### config.mk
export PLATFORM = sky130hd
export DESIGN_NAME = div_iter_unit
export DESIGN_NICKNAME = d
export VERILOG_FILES = /design/src/rtl/riscv_pkg.sv /design/src/rtl/div_iter_step.sv /design/src/rtl/div_iter_unit.sv
export SDC_FILE = /design/constraint.sdc
export NUM_CORES = 1
export LEC_CHECK = 0
export CAP_MARGIN = 25
export CORE_ASPECT_RATIO = 1.25
export CORE_MARGIN = 4
export CORE_UTILIZATION = 54
export CTS_CLUSTER_DIAMETER = 150
export CTS_CLUSTER_SIZE = 8
export DETAILED_ROUTE_END_ITERATION = 8
export PLACE_DENSITY = 0.79
export SKIP_CTS_REPAIR_TIMING = 1
export SLEW_MARGIN = 20
export SYNTH_ARGS = -nofsm -noshare
export SYNTH_HDL_FRONTEND = slang
export SYNTH_HIERARCHICAL = 1
export SYNTH_SLANG_ARGS = --single-unit
### constraint.sdc
create_clock -name clk -period 4 [get_ports clk]
set_clock_uncertainty 0.1 [all_clocks]
set_input_delay 0.8 -clock clk [delete_from_list [all_inputs] [get_ports clk]]
set_output_delay 0.8 -clock clk [all_outputs]
set_load 0.005 [all_outputs]
### src/rtl/riscv_pkg.sv
// Shared definitions for the EX-stage divide unit: divsel field positions,
// divide opcodes as presented on divsel, and the divider state encoding.
package riscv_pkg;

  // Bit positions inside divsel.
  localparam int DIVSEL_VALID = 2;
  localparam int DIVSEL_REM   = 1;
  localparam int DIVSEL_UNS   = 0;

  // Full divsel encodings for the four RV32M divide instructions.
  localparam logic [2:0] DIV  = 3'b100;
  localparam logic [2:0] DIVU = 3'b101;
  localparam logic [2:0] REM  = 3'b110;
  localparam logic [2:0] REMU = 3'b111;

  typedef enum logic [1:0] {
    IDLE = 2'd0,
    BUSY = 2'd1,
    DONE = 2'd2
  } div_state_t;

endpackage

### src/rtl/div_iter_step.sv
// One radix-2 restoring divide step: shift {rem, quo} left by one, try to
// subtract the divisor from the partial remainder, and keep the difference
// (quotient bit 1) only when it does not go negative.
module div_iter_step #(
  parameter int XLEN = 32
) (
  input  logic [XLEN-1:0] rem_i,
  input  logic [XLEN-1:0] quo_i,
  input  logic [XLEN-1:0] divisor_i,
  output logic [XLEN-1:0] rem_o,
  output logic [XLEN-1:0] quo_o
);

  logic [XLEN:0]   rem_shift;
  logic            fits;
  logic [XLEN-1:0] diff;

  // Trial subtraction; the shifted remainder needs XLEN+1 bits, but whenever
  // the subtraction succeeds the difference is below the divisor and fits in
  // XLEN bits, so the low XLEN bits of the modular difference are exact.
  always_comb begin
    rem_shift = {rem_i, quo_i[XLEN-1]};
    fits      = (rem_shift >= {1'b0, divisor_i});
    diff      = rem_shift[XLEN-1:0] - divisor_i;
    rem_o     = fits ? diff : rem_shift[XLEN-1:0];
    quo_o     = {quo_i[XLEN-2:0], fits};
  end

endmodule

### src/rtl/div_iter_unit.sv
// Iterative radix-2 restoring divider for RV32M DIV/DIVU/REM/REMU.
// Accepts a request from IDLE, iterates XLEN cycles in BUSY, then holds the
// registered result in DONE until the pipeline retires it (hold low) or
// flushes it. Divide-by-zero and signed overflow finish in one cycle.
module div_iter_unit
  import riscv_pkg::*;
#(
  parameter int XLEN  = 32,
  parameter int CNT_W = 5
) (
  input  logic            clk,
  input  logic            rst_n,
  input  logic [2:0]      divsel,
  input  logic [XLEN-1:0] a,
  input  logic [XLEN-1:0] b,
  input  logic            hold,
  input  logic            flush,
  output logic            busy,
  output logic            ready,
  output logic [XLEN-1:0] res
);

  localparam logic [XLEN-1:0] INT_MIN = {1'b1, {(XLEN-1){1'b0}}};

  div_state_t       state_q, state_d;
  logic             rem_sel_q, rem_sel_d;
  logic             sign_quo_q, sign_quo_d;
  logic             sign_rem_q, sign_rem_d;
  logic [XLEN-1:0]  divisor_q, divisor_d;
  logic [XLEN-1:0]  rem_q, rem_d;
  logic [XLEN-1:0]  quo_q, quo_d;
  logic [CNT_W-1:0] count_q, count_d;
  logic [XLEN-1:0]  res_q, res_d;

  logic [XLEN-1:0]  step_rem, step_quo;
  logic             is_signed, a_neg, b_neg, accept;
  logic [XLEN-1:0]  abs_a, abs_b;

  div_iter_step #(.XLEN(XLEN)) u_step (
    .rem_i     (rem_q),
    .quo_i     (quo_q),
    .divisor_i (divisor_q),
    .rem_o     (step_rem),
    .quo_o     (step_quo)
  );

  // Operand decode for a request presented in IDLE.
  always_comb begin
    is_signed = ~divsel[DIVSEL_UNS];
    a_neg     = is_signed & a[XLEN-1];
    b_neg     = is_signed & b[XLEN-1];
    abs_a     = a_neg ? -a : a;
    abs_b     = b_neg ? -b : b;
    accept    = (state_q == IDLE) & divsel[DIVSEL_VALID] & ~flush;
  end

  // Next-state and datapath update logic.
  always_comb begin
    // NOTE: every signal gets a default before the case so that no path
    // leaves it unassigned; a missing default would infer a latch.
    state_d    = state_q;
    rem_sel_d  = rem_sel_q;
    sign_quo_d = sign_quo_q;
    sign_rem_d = sign_rem_q;
    divisor_d  = divisor_q;
    rem_d      = rem_q;
    quo_d      = quo_q;
    count_d    = count_q;
    res_d      = res_q;
    busy       = 1'b0;

    case (state_q)
      IDLE: begin
        if (accept) begin
          busy       = rst_n;
          rem_sel_d  = divsel[DIVSEL_REM];
          sign_quo_d = a_neg ^ b_neg;
          sign_rem_d = a_neg;
          divisor_d  = abs_b;
          if (b == '0) begin
            state_d = DONE;
            res_d   = divsel[DIVSEL_REM] ? a : '1;
          end else if (is_signed && (a == INT_MIN) && (b == '1)) begin
            state_d = DONE;
            res_d   = divsel[DIVSEL_REM] ? '0 : INT_MIN;
          end else begin
            state_d = BUSY;
            count_d = CNT_W'(XLEN - 1);
            rem_d   = '0;
            quo_d   = abs_a;
          end
        end
      end

      BUSY: begin
        busy    = 1'b1;
        rem_d   = step_rem;
        quo_d   = step_quo;
        count_d = count_q - 1'b1;
        if (count_q == '0) begin
          state_d = DONE;
          if (rem_sel_q) res_d = sign_rem_q ? -step_rem : step_rem;
          else           res_d = sign_quo_q ? -step_quo : step_quo;
        end
      end

      DONE: begin
        if (!hold) state_d = IDLE;
      end

      default: state_d = IDLE;
    endcase

    // A squash beats both acceptance and completion; the old result stays.
    if (flush) begin
      state_d = IDLE;
      res_d   = res_q;
    end
  end

  // State and datapath registers, cleared asynchronously.
  always_ff @(posedge clk or negedge rst_n) begin
    if (!rst_n) begin
      state_q    <= IDLE;
      rem_sel_q  <= 1'b0;
      sign_quo_q <= 1'b0;
      sign_rem_q <= 1'b0;
      divisor_q  <= '0;
      rem_q      <= '0;
      quo_q      <= '0;
      count_q    <= '0;
      res_q      <= '0;
    end else begin
      // NOTE: non-blocking assignments so every register samples the values
      // from before this edge, independent of statement order.
      state_q    <= state_d;
      rem_sel_q  <= rem_sel_d;
      sign_quo_q <= sign_quo_d;
      sign_rem_q <= sign_rem_d;
      divisor_q  <= divisor_d;
      rem_q      <= rem_d;
      quo_q      <= quo_d;
      count_q    <= count_d;
      res_q      <= res_d;
    end
  end

  assign ready = (state_q == DONE);
  assign res   = res_q;

endmodule
==> flow_metrics.tcl, run 1 <==
set metrics [dict create \
    status "finished with violations" \
    violations "negative setup slack" \
    r2r_setup_slack_ns -0.61 \
    ys_types 87 \
    timing.slew.headroom 0.305 \
    tightest_slew_ns 1.04 \
    grt_usage 0.359 \
    cp_max_fo 4 \
    path_class "register to register" \
    finalHoldViolCount 0 \
    numCtsBuffers 17 \
    ir_drop_mv 0.500 \
    drt_drc_violations_left 0 \
    layout_min_cycle_time_ns 4.61 \
    antenna_found_initial 0 \
    first_pass_iters 7 \
    drive_above_1_share 0.300 \
    yosysSeqAreaShare 0.303 \
    slew_violations 0 \
    placementRows 59 \
    drtIter0Drc 1574 \
    hpwl_um 32500 \
    period_share 1.15 \
    cap_viol_max_count 0 \
    synthAdderAreaFrac 0.0446 \
    timing.rr.end "res[22]" \
    p_total_uw 14300 \
    start_util 0.548 \
    hp-class "input port to async pin" \
    synthMuxAreaShare 0.0131 \
    comb_power_share 0.722 \
    synth_xor_area_frac 0.111 \
    area_growth_syn_to_layout_pct 42.1 \
    grt_start_max_net_pins 69 \
    cts.sinks 138 \
    vias_per_cell 6.54 \
    die_h_um 170 \
    avgSynthCellArea_um2 8.27 \
    ys_ff_latch 138 \
    clkPwrFrac 0.117 \
    intPower_uw 7500 \
    rr_worst_depth 21 \
    yosys.area_share.simple 0.196 \
    cts_tree "built" \
    whs_ns 0.170 \
    synth_top_family_by_area "compound AO/OA/AOI/OAI gates" \
    clock_path_buffers 2 \
    synthesis.area_um2 11400 \
    p_sw_frac 0.474 \
    syn_nets 1490 \
    nNetsFinal 1804 \
    timing.setup.tns_ns -10.11 \
    portBuffers 104 \
    cp.required_ns 4.21 \
    cts_root_buffer "clkbuf_16" \
    post_drt_wl_per_cell_um 24.0 \
    grt_pass1_vias 11800 \
    die_area_um2 23500 \
    cp_data_arrival_time_ns 4.82 \
    vias 12900 \
    p_leak_uw 0.00692 \
    async_flop_share 1.00 \
    switchingPower_uw 6770 \
    grt_setup_unrepaired "true" \
    synth_edf_count 0 \
    r2r-start "quo_q[31]" \
    timing.fmax_mhz 217 \
    diodes 0 \
    worst_setup_path_end_kind "register" \
    routed_wl_um 47500 \
    nFillCells 1405 \
    clock_latency_ns 0.43 \
    crit_path_start_kind "register" \
    path_clk_slew_ns 0.07 \
    synthCells 1379 \
    power.density_nw_per_um2 881 \
    core_um2 20800 \
    timing.final.ws_setup_ns -0.611 \
    chipWidth_um 138 \
    finish.utilization 0.778 \
    synth_compound_area_frac 0.262 \
    gp_congestion 1.02 \
    setup_viol 27 \
    grt_pass1_wl_um 64700 \
    final_antenna_net_count 0 \
    p_seq_frac 0.161 \
    yosys_warnings 6 \
    boundaryPins 105 \
    synth_ff_type "dfrtp_1" \
    overflow 0 \
    cts-htree-levels 4 \
]
==> layer usage <==
layer / share of wire / track usage / wire (µm)
met1: 0.35 / 0.430 / 16600
met2: 0.46 / 0.583 / 22000
met3: 0.091 / 0.0716 / 4320
met4: 0.097 / 0.232 / 4600
met5: 0 / 0 / 0
==> state kept, by name (all words and copies together), names as in the netlist <==
register	count
rem_sel_q	1
sign_rem_q	1
quo_q	32
rem_q	32
res	32
divisor_q	32
sign_quo_q	1
count_q	5
state_q	2
==> power groups by stage <==
| stage | Clock [µW] | Combinational [µW] | Sequential [µW] |
|---|---|---|---|
| 5_1_grt | 1730 | 10700 | 2340 |
| 3_3_place_gp | 0 | 7570 | 2220 |
| 6_report | 1670 | 10300 | 2300 |
| 3_5_place_dp | 0 | 7660 | 2240 |
| 4_1_cts | 1660 | 7790 | 2220 |
| 2_1_floorplan | 0 | 4570 | 2000 |
==> Yosys cell counts (7+ instances only) <==
cell type / n / share of area
o21a_1: 9 / 0.0059
a22o_1: 29 / 0.022
nor4_1: 13 / 0.0071
o41ai_1: 18 / 0.014
inv_1: 61 / 0.020
a211oi_1: 9 / 0.0059
nand4_1: 25 / 0.014
a21oi_1: 68 / 0.030
mux2i_1: 7 / 0.0061
o22ai_1: 22 / 0.012
o21ai_1: 16 / 0.0070
o31ai_1: 32 / 0.021
a21o_1: 17 / 0.011
buf_2: 13 / 0.0057
o211ai_1: 7 / 0.0046
nand2_1: 136 / 0.045
or3_1: 13 / 0.0071
xor2_1: 77 / 0.059
dfrtp_1: 138 / 0.30
nand2b_1: 18 / 0.0099
nor2b_1: 16 / 0.0088
a31oi_1: 8 / 0.0044
nor2_1: 95 / 0.031
nand3_1: 19 / 0.0083
o21ai_0: 132 / 0.058
ha_1: 39 / 0.043
xnor2_1: 67 / 0.051
clkbuf_1: 48 / 0.016
a221o_1: 20 / 0.018
and3_1: 9 / 0.0049
nor3_1: 27 / 0.012
nand3b_1: 7 / 0.0046
buf_4: 36 / 0.024
or4_1: 16 / 0.011
a22oi_1: 8 / 0.0053
==> through the flow <==
step	area (µm²)	std cells	setup WS (ns)
finish	16200	1980	-0.611
global route	16200	1980	-0.699
CTS	15000	1952	-0.681
detailed placement	14400	1920	-0.549
global placement	14400	1920	-0.519
floorplan	11500	1379	-0.178
==> worst max-delay path: stages (launching register included) <==
cell       delay, ns
dfrtp_1         0.40
inv_2           0.08
ha_4            0.18
fa_2            0.42
nor2b_4         0.18
o2111ai_2       0.14
nand3_2         0.12
buf_4           0.13
a21oi_1         0.06
o21bai_1        0.13
buf_4           0.17
a41oi_2         0.16
xor2_2          0.27
o21ai_2         0.10
buf_4           0.16
nor3_4          0.22
nand4_1         0.25
or2_4           0.37
o31ai_4         0.30
xor2_1          0.21
o22ai_1         0.12
a211o_1         0.24
==> final cells by class <==
type	instances	area, µm²	share of cell area
Sequential cell	138	3460	0.213
Timing Repair Buffer	399	3400	0.210
Multi-Input combinational cell	1076	8160	0.504
Inverter	61	231	0.0143
Clock buffer	19	453	0.0280
Clock inverter	13	158	0.00973
Tap cell	274	343	0.0212
==> logic make-up (layout without fill, tap and decap cells) <==
logic type | Yosys count | after routing
AO/OA/AOI/OAI | 442 | 442
XOR/XNOR | 144 | 144
adder cells (fa/ha/maj) | 40 | 40
buffers and inverters | 165 | 492
flip-flops | 138 | 138
multiplexers | 14 | 14
AND/OR/NAND/NOR | 436 | 436
==> placed cells by master, fill, tap and decap left out, types with 9 or more instances in the layout <==
master and n:
inv_2 12, nor2_1 95, xnor2_1 64, xor2_1 72, o21ai_1 29, nand3_1 17, nand2_1 121, or4_1 12
o31ai_4 9, o21ai_0 104, nor4_1 11, o31ai_1 20, a21o_1 17, nor2b_1 13, ha_4 16, o21ai_2 9
a22o_1 29, nand4_1 25, buf_4 270, a21oi_1 61, dfrtp_1 135, o41ai_1 14, buf_6 17, inv_1 48
o22ai_1 22, ha_1 20, or3_1 12, o21a_1 9, clkdlybuf4s50_1 103, nor3_1 20, clkbuf_16 18, nand2b_1 17
a221o_1 20
==> how the worst max path moves through the flow <==
stage                  startpoint  endpoint  slack, ns  depth (start not counted)
global placement     divisor_q[8]   res[28]      -0.52                         18
finish                  quo_q[31]   res[22]      -0.61                         21
CTS                  divisor_q[0]   res[19]      -0.68                         20
floorplan               rem_q[15]   res[28]      -0.18                         19
detailed placement   divisor_q[0]   res[19]      -0.55                         20
global route        divisor_q[18]   res[22]      -0.70                         19
Note: power is estimated with default switching activity, not from simulation.
==> run 2: changes to the inputs <==
- TNS_END_PERCENT: not set -> 10
==> run 2 against run 1 <==
Against the previous run: the run still ends with negative setup slack left; worst hold slack worse by 0.021 ns; worst setup slack improved by 0.12 ns; non-clock buffer count down 34; register-to-register slack better by 0.12 ns; sequential cell count did not move; die area unchanged; sequential power hardly changed.
==> flow_metrics.tcl, run 2 (same netlist as run 1, synthesis figures left out) <==
set metrics [dict create \
    grt_pass1_vias 11700 \
    cp.depth 17 \
    cts-htree-levels 4 \
    grt_pass1_wl_um 63900 \
    diodes 0 \
    timing.rr.end "res[17]" \
    numCtsBuffers 17 \
    p_sw_frac 0.461 \
    crit_path_start "rem_q[21]" \
    start_util 0.548 \
    intPower_uw 6820 \
    cp_data_arrival_time_ns 4.70 \
    violations "negative setup slack" \
    die_area_um2 23500 \
    cp-endpoint "res[17]" \
    first_pass_iters 6 \
    regArea_um2 3450 \
    p_seq_frac 0.182 \
    power.density_nw_per_um2 819 \
    critPathMaxStageDelay_ns 0.59 \
    crit_slowest_cell "or4_4" \
    hpwl_um 31800 \
    core_um2 20800 \
    slew_violations 0 \
    nFillCells 1545 \
    clock_latency_ns 0.44 \
    path_class "register to register" \
    portBuffers 104 \
    finish.utilization 0.742 \
    grt_start_max_net_pins 70 \
    highest_layer "met4" \
    drtIter0Drc 1325 \
    grt_usage 0.352 \
    met1_length_um 16600 \
    comb_power_share 0.696 \
    finalHoldViolCount 0 \
    antenna_found_initial 0 \
    timing.fmax_mhz 223 \
    clkPwrFrac 0.122 \
    gp_congestion 1.03 \
    die_h_um 170 \
    timing.final.ws_setup_ns -0.490 \
    nNetsFinal 1770 \
    boundaryPins 105 \
    timing.slew.headroom 0.271 \
    routed_wl_um 43300 \
    switchingPower_uw 5830 \
    most-common-layout-cells "buf_4, dfrtp_1, nand2_1" \
    layout_min_cycle_time_ns 4.49 \
    cap_viol_max_count 0 \
    status "finished with violations" \
    p_total_uw 12700 \
    rr_worst_depth 17 \
    cts.sinks 138 \
    overflow 0 \
    crit_path_start_kind "register" \
    cpMostUsedCell "nand3b_1" \
    met2_length_um 20700 \
    final_antenna_net_count 0 \
    hp-class "input port to async pin" \
    r2r-start "rem_q[21]" \
    cp_max_fo 12 \
    vias 12300 \
    wl_met3_um 3220 \
    clock_path_buffers 2 \
    tightest_slew_ns 1.09 \
    cts_root_buffer "clkbuf_16" \
    crit_chain "ha_4, nand4_1, nor4_1, nand3_1, nand3b_1, a21oi_2, o311a_4, clkbuf_16, nand2_1, o21ai_0, or4_4, nor3_4, nand2_2, o31ai_1, xor2_1, o22ai_1, nand3b_1" \
    multiInputGateArea_um2 7780 \
    r2r_setup_slack_ns -0.49 \
    crit_family "simple AND/OR/NAND/NOR gates" \
    area_growth_syn_to_layout_pct 35.5 \
    placementRows 59 \
    ir_drop_mv 0.510 \
    p_leak_uw 0.00660 \
    path_clk_slew_ns 0.06 \
    vias_per_cell 6.34 \
    setup_viol 24 \
    grt_setup_unrepaired "true" \
    post_drt_wl_per_cell_um 22.2 \
    chipWidth_um 138 \
    cts_tree "built" \
    drive_above_1_share 0.257 \
    drt_drc_violations_left 0 \
    final_common_cell "buf_4" \
    cp.buffers_inverters 1 \
    period_share 1.12 \
    cp.required_ns 4.21 \
    worst_setup_path_end_kind "register" \
]
-- run 2: layer usage --
layer | up-vias | track usage
met5 | - | 0
met4 | 0 | 0.193
met3 | 172 | 0.0544
met2 | 687 | 0.569
met1 | 5909 | 0.449
li1 | 5574 | -
-- run 2: metrics by stage --
step	TNS, ns	hold slack [ns]	cell area [µm²]	worst slack, ns	cells
6_report	-7.63	0.149	15400	-0.490	1946
5_1_grt	-12.44	0.167	15400	-0.638	1946
4_1_cts	-10.64	0.158	14700	-0.624	1931
3_5_place_dp	-9.24	0.371	14100	-0.576	1899
3_3_place_gp	-7.91	0.367	14100	-0.534	1899
2_1_floorplan	-1.22	0.350	11400	-0.246	1379
-- run 2: worst register-to-register path, stage by stage (launching register included) --
cell	delay [ns]
dfrtp_1	0.44
ha_4	0.30
nand4_1	0.20
nor4_1	0.32
nand3_1	0.11
nand3b_1	0.12
a21oi_2	0.04
o311a_4	0.43
clkbuf_16	0.20
nand2_1	0.06
o21ai_0	0.23
or4_4	0.59
nor3_4	0.21
nand2_2	0.14
o31ai_1	0.31
xor2_1	0.29
o22ai_1	0.11
nand3b_1	0.17
-- run 2: power groups by stage --
stage | clock network, µW | registers (µW) | logic [µW]
final | 1550 | 2300 | 8800
after global routing | 1620 | 2350 | 9340
after CTS | 1550 | 2230 | 7450
after detailed placement | 0 | 2260 | 7340
after global placement | 0 | 2230 | 7270
after floorplan | 0 | 1990 | 4400
-- run 2: area by class of cell --
| class | count | share of cell area |
|---|---|---|
| inverters | 61 | 0.0150 |
| clock inverters | 14 | 0.00826 |
| well taps | 274 | 0.0222 |
| repair buffers | 365 | 0.199 |
| clock buffers | 18 | 0.0284 |
| flip-flops and latches | 138 | 0.224 |
| multi-input cells | 1076 | 0.504 |
-- run 2: worst min path at each step --
stage	from	endpoint	slack [ns]
after global placement	divisor_q[17]	divisor_q[17]	0.37
after global routing	rst_n	divisor_q[29]	0.17
after detailed placement	divisor_q[31]	divisor_q[31]	0.37
final	rst_n	divisor_q[29]	0.15
after floorplan	divisor_q[10]	divisor_q[10]	0.35
after CTS	rst_n	state_q[1]	0.16
